===== src/rtl/dcache_pkg.sv =====
// Shared data-cache constants and the MSHR entry-state type.
package dcache_pkg;

    localparam int unsigned DCACHE_INDEX_SIZE = 4;
    localparam int unsigned DCACHE_TAG_SIZE   = 54;
    localparam int unsigned DCACHE_BLOCK_SIZE = 64;
    localparam int unsigned MEM_TAG_SIZE      = 4;

    typedef enum logic [1:0] {
        EntryInvalid,
        EntryPending,
        EntryWaiting
    } mshr_state_e;

endpackage


===== src/rtl/mshr_lowest_sel.sv =====
// One-hot select of the lowest set bit of a request vector.
module mshr_lowest_sel #(
    parameter int unsigned Width = 4
) (
    input  logic [Width-1:0] req_i,
    output logic [Width-1:0] gnt_o
);

    // Two's-complement trick isolates the least-significant set bit.
    assign gnt_o = req_i & (~req_i + Width'(1));

endmodule


===== src/rtl/dcache_mshr.sv =====
// Miss-status holding registers for data-cache load misses: allocate, merge,
// issue to memory, and write the returning block back as a one-cycle fill.
module dcache_mshr
    import dcache_pkg::*;
#(
    parameter int unsigned MSHR_DEPTH = 4
) (
    input  logic                         clock,
    input  logic                         reset,
    input  logic                         miss_valid,
    input  logic [DCACHE_INDEX_SIZE-1:0] miss_index,
    input  logic [DCACHE_TAG_SIZE-1:0]   miss_tag,
    output logic                         miss_ready,
    output logic                         miss_merged,
    output logic                         mem_req_valid,
    output logic [63:0]                  mem_req_addr,
    input  logic [MEM_TAG_SIZE-1:0]      mem_response,
    input  logic [MEM_TAG_SIZE-1:0]      mem_tag,
    input  logic [DCACHE_BLOCK_SIZE-1:0] load_data_in,
    output logic                         fill_valid,
    output logic [DCACHE_INDEX_SIZE-1:0] fill_index,
    output logic [DCACHE_TAG_SIZE-1:0]   fill_tag,
    output logic [DCACHE_BLOCK_SIZE-1:0] fill_data,
    output logic                         mshr_full,
    output logic                         mshr_empty
);

    mshr_state_e                  state_q [MSHR_DEPTH];
    mshr_state_e                  state_d [MSHR_DEPTH];
    logic [DCACHE_INDEX_SIZE-1:0] index_q [MSHR_DEPTH];
    logic [DCACHE_INDEX_SIZE-1:0] index_d [MSHR_DEPTH];
    logic [DCACHE_TAG_SIZE-1:0]   tag_q   [MSHR_DEPTH];
    logic [DCACHE_TAG_SIZE-1:0]   tag_d   [MSHR_DEPTH];
    logic [MEM_TAG_SIZE-1:0]      rsp_q   [MSHR_DEPTH];
    logic [MEM_TAG_SIZE-1:0]      rsp_d   [MSHR_DEPTH];

    logic                         fill_valid_q, fill_valid_d;
    logic [DCACHE_INDEX_SIZE-1:0] fill_index_q, fill_index_d;
    logic [DCACHE_TAG_SIZE-1:0]   fill_tag_q, fill_tag_d;
    logic [DCACHE_BLOCK_SIZE-1:0] fill_data_q, fill_data_d;

    logic [MSHR_DEPTH-1:0] invalid_vec, pending_vec, hit_vec, ret_vec;
    logic [MSHR_DEPTH-1:0] alloc_oh, issue_oh, ret_oh;
    logic                  alloc_en, accept_en;

    always_comb begin
        invalid_vec = '0;
        pending_vec = '0;
        hit_vec     = '0;
        ret_vec     = '0;
        for (int i = 0; i < MSHR_DEPTH; i++) begin
            invalid_vec[i] = (state_q[i] == EntryInvalid);
            pending_vec[i] = (state_q[i] == EntryPending);
            hit_vec[i]     = (state_q[i] != EntryInvalid) && (index_q[i] == miss_index)
                             && (tag_q[i] == miss_tag);
            // Only registered tags can match, so a same-cycle acceptance never does.
            ret_vec[i]     = (state_q[i] == EntryWaiting) && (mem_tag != '0)
                             && (rsp_q[i] == mem_tag);
        end
    end

    mshr_lowest_sel #(.Width(MSHR_DEPTH)) u_alloc_sel (.req_i(invalid_vec), .gnt_o(alloc_oh));
    mshr_lowest_sel #(.Width(MSHR_DEPTH)) u_issue_sel (.req_i(pending_vec), .gnt_o(issue_oh));
    mshr_lowest_sel #(.Width(MSHR_DEPTH)) u_ret_sel   (.req_i(ret_vec),     .gnt_o(ret_oh));

    assign mshr_empty    = &invalid_vec;
    assign mshr_full     = ~|invalid_vec;
    assign miss_ready    = ~mshr_full;
    assign miss_merged   = miss_valid & (|hit_vec);
    assign alloc_en      = miss_valid & ~(|hit_vec) & miss_ready;
    assign mem_req_valid = |pending_vec;
    assign accept_en     = mem_req_valid & (mem_response != '0);

    always_comb begin
        mem_req_addr = '0;
        for (int i = 0; i < MSHR_DEPTH; i++) begin
            if (issue_oh[i]) begin
                mem_req_addr = {3'b000, tag_q[i], index_q[i], 3'b000};
            end
        end
    end

    // Allocation, acceptance and return each target an entry in a distinct state.
    always_comb begin
        state_d = state_q;
        index_d = index_q;
        tag_d   = tag_q;
        rsp_d   = rsp_q;
        for (int i = 0; i < MSHR_DEPTH; i++) begin
            if (ret_oh[i]) begin
                state_d[i] = EntryInvalid;
            end else if (accept_en && issue_oh[i]) begin
                state_d[i] = EntryWaiting;
                rsp_d[i]   = mem_response;
            end else if (alloc_en && alloc_oh[i]) begin
                state_d[i] = EntryPending;
                index_d[i] = miss_index;
                tag_d[i]   = miss_tag;
            end
        end
    end

    always_comb begin
        fill_valid_d = |ret_oh;
        fill_index_d = fill_index_q;
        fill_tag_d   = fill_tag_q;
        fill_data_d  = fill_data_q;
        for (int i = 0; i < MSHR_DEPTH; i++) begin
            if (ret_oh[i]) begin
                fill_index_d = index_q[i];
                fill_tag_d   = tag_q[i];
                fill_data_d  = load_data_in;
            end
        end
    end

    always_ff @(posedge clock or negedge reset) begin
        if (!reset) begin
            for (int i = 0; i < MSHR_DEPTH; i++) begin
                state_q[i] <= EntryInvalid;
                index_q[i] <= '0;
                tag_q[i]   <= '0;
                rsp_q[i]   <= '0;
            end
            fill_valid_q <= 1'b0;
            fill_index_q <= '0;
            fill_tag_q   <= '0;
            fill_data_q  <= '0;
        end else begin
            state_q      <= state_d;
            index_q      <= index_d;
            tag_q        <= tag_d;
            rsp_q        <= rsp_d;
            fill_valid_q <= fill_valid_d;
            fill_index_q <= fill_index_d;
            fill_tag_q   <= fill_tag_d;
            fill_data_q  <= fill_data_d;
        end
    end

    assign fill_valid = fill_valid_q;
    assign fill_index = fill_index_q;
    assign fill_tag   = fill_tag_q;
    assign fill_data  = fill_data_q;

endmodule


===== config.mk =====
export PLATFORM = sky130hd
export DESIGN_NAME = dcache_mshr
export DESIGN_NICKNAME = d
export VERILOG_FILES = /design/src/rtl/dcache_pkg.sv /design/src/rtl/mshr_lowest_sel.sv /design/src/rtl/dcache_mshr.sv
export SDC_FILE = /design/constraint.sdc
export NUM_CORES = 1
export LEC_CHECK = 0
export ABC_AREA = 1
export ABC_CLOCK_PERIOD_IN_PS = 5370
export BUFFER_PORTS_ARGS = -buffer_cell sky130_fd_sc_hd__buf_2
export CAP_MARGIN = 30
export CELL_PAD_IN_SITES_DETAIL_PLACEMENT = 2
export CELL_PAD_IN_SITES_GLOBAL_PLACEMENT = 2
export CORE_MARGIN = 2
export CORE_UTILIZATION = 34
export DETAILED_ROUTE_END_ITERATION = 6
export PLACE_DENSITY_LB_ADDON = 0.15
export SYNTH_ARGS = -nofsm -noshare
export SYNTH_HDL_FRONTEND = slang
export SYNTH_SLANG_ARGS = --single-unit

===== constraint.sdc =====
create_clock -name clock -period 5.37 [get_ports clock]
set_clock_uncertainty 0.1 [all_clocks]
set_input_delay 0.537 -clock clock [delete_from_list [all_inputs] [get_ports clock]]
set_output_delay 0.537 -clock clock [all_outputs]
set_load 0.01 [all_outputs]

==> results.md <==
- Outcome: finished, final reports clean
- Final Core Density: 39.7%
- Die width: ~270 µm
- Hold Startpoint: load_data_in[29]
- Die Span Y: 273 µm
- Post-Synthesis Cells: 3816
- Power density over the cells: roughly 630 nW/µm²
- Commonest non-fill, non-tap cell in the layout: nand2_1
- Gr ovfl total: 0
- Setup TNS Final: 0 ps
- DRT antenna net count: 0
- Min-Delay Path Depth: 3
- Worst R2R Setup Slack: 1800 ps
- Hold Buf Count CTS: 3
- DRT iter0 DRCs: approximately 2.3k
- CP Class: reg -> out
- Hold WC Path Type: in -> reg
- Nets: between 4k and 5k
- Max Cap Viol: 0
- Critical path required time: 4730 ps
- Drt first pass iters: 5
- Final Hold Viols: 0
- First-pass GRT wire length: 205000 µm
- H-tree depth: 2
- Antenna violations before repair: 8
- Wire per inst: 27.9 µm
- TritonCTS clock tree: yes
- # resized after CTS: 0
- Synth Cell Area: between 20000 and 25000 µm²
- Startpoint types: flip-flop
- Power Total: 18.0 mW
- Reg2Reg Depth: 14
- Syn-to-layout area delta: 15.4%
- Core box area: 71600 µm²
- Top Ports: 325
- Top sig layer: met5
- Critical path data arrival time: about 3700 ps
- Residual DRC: 0
- Max-slew headroom: a little under a third
- Post-synth cell types: 31
- Gpl congestion: about 1.1
- CTS Sinks: about 380
- Post-route cell area: 28400 µm²
- Highest clock rate: 232 MHz
- CTS Buffer Depth: 3
- Mean post-synth cell area: about 6.5 µm²
- Met1 WL: 59100 µm
- Most frequent cells in the layout: 1544 x nand2_1, 379 x dfrtp_1, 327 x nand3_1
- Pleak: between 15 and 20 nW
- Total global-route track usage: a little over a third
- Post-CTS Setup Bufs: 0
- Slew Limit Fails: 0
- Placement Cell Area: between 20000 and 30000 µm²
- Share of cells above drive strength 1: between 10 and 15%
- Row cnt: between 90 and 100
- Die footprint: roughly 75000 µm²
- End of the worst hold path: fill_data[29]
- Initial core utilization: roughly a third
- Setup Viol. Count Final: 0
- Peak supply drop: a little over 0.0003 V
- Via count: 28.8k
- Unrepaired setup endpoints after global routing: false
- Worst hold slack: around 18 ps
- Met2 Wirelength: between 60000 and 70000 µm
- Worst-skew pair later-pin latency: between 600 and 700 ps
- Vias in the first global route: approximately 30k
- Post-route clock period utilization: approximately four fifths
- Seq/Total Area, Yosys: roughly 39%
- RR Endpoint: state_q[4]
- Reg-to-Reg Start: tag_q[151]
- Root Buffer: clkbuf_16
- Port-buffer cells: about 320
- CP Max Fanout: 30
- Crit. End Element: primary output
- HPWL Detailed: about 100000 µm
- Num CTS Buffers: 49
- Clock slew at reported path FFs: approximately 60 ps
- Metal3 WL: roughly 8300 µm
- Pin count of the biggest net entering global routing: between 100 and 150
- Synth Register Bits: roughly 380
- Mean number of vias per cell: about 5.8
- Period minus WS final: around 4300 ps
- Worst Max-Slew Pin Slew: ~1000 ps
- Syn. warnings: 0
- Routed WL: between 100000 and 150000 µm
how the worst max path moves through the flow:
stage | from | cells after the start | end
global placement | miss_tag[50] | 16 | tag_q[128]
floorplan | miss_tag[22] | 13 | miss_merged
CTS | state_q[6] | 10 | mem_req_addr[34]
global route | state_q[6] | 10 | mem_req_addr[34]
detailed placement | miss_tag[43] | 16 | state_q[4]
finish | state_q[6] | 10 | mem_req_addr[34]
state kept, by name, summed over array words and instances, names as in the netlist:
signal	cells
fill_data	64
fill_index	4
fill_tag	54
fill_valid	1
index_q	16
rsp_q	16
state_q	8
tag_q	216
report_power, final:
part | switching (mW) | internal (mW)
Clock | 1.43 | 2.03
Sequential | 1.23 | 4.10
Combinational | 6.66 | 2.51
synthesized netlist by cell type, drive strengths merged:
cell | instances | area share, %
nor3 | 18 | 0.41
a221oi | 4 | 0.14
nor4 | 18 | 0.46
nor3b | 6 | 0.18
inv | 352 | 5.4
nand3b | 5 | 0.15
nand2 | 1548 | 24
a21o | 1 | 0.031
xor2 | 8 | 0.28
o2111ai | 1 | 0.036
buf | 181 | 3.9
nand4 | 266 | 6.8
clkbuf | 90 | 1.4
o21ai | 223 | 4.5
xnor2 | 24 | 0.85
nor2 | 229 | 3.5
a21oi | 63 | 1.3
dfrtp | 379 | 39
conb | 1 | 0.015
o22ai | 66 | 1.7
nand3 | 333 | 6.9
stage by stage:
stage	setup slack (ps)	instances
finish	1060	4966
CTS	1050	4962
detailed placement	1650	4867
floorplan	3090	3821
global route	972	4963
global placement	1690	4866
worst max-delay path, cell delays in order (launching register included):
cell	delay [ps]
dfrtp_1	410
inv_1	140
nor2_2	50
buf_4	220
inv_2	80
nand2_1	80
a21oi_1	320
nand2_2	570
buf_4	490
o21ai_0	440
buf_2	220
kinds of logic (layout without fill, tap and decap cells):
logic type	Yosys count	in the layout	synth area share [%]
AOI/OAI and AO/OA	358	358	7.70
xor gates and xnor gates	32	32	1.14
buffers and inverters	623	815	10.6
DFF	379	379	38.5
other	1	9	0.0152
and+or+nand+nor	2423	2423	42.0
layer usage:
layer  track usage, %  up-vias
li1                 -    12600
met1             47.8    14800
met2             59.6     1036
met3             5.66      307
met4             17.0        8
met5                0        -
cell type report:
class                   count  area [µm²]
clock inverters            14         126
diodes                      3        7.51
clock buffers              78        1520
well taps                 950        1190
repair buffers            371        2140
multi-input cells        2819       12600
fillers                  8898       43200
inverters                 352        1320
flip-flops and latches    379        9480
Power figures use the tool's default switching activity.
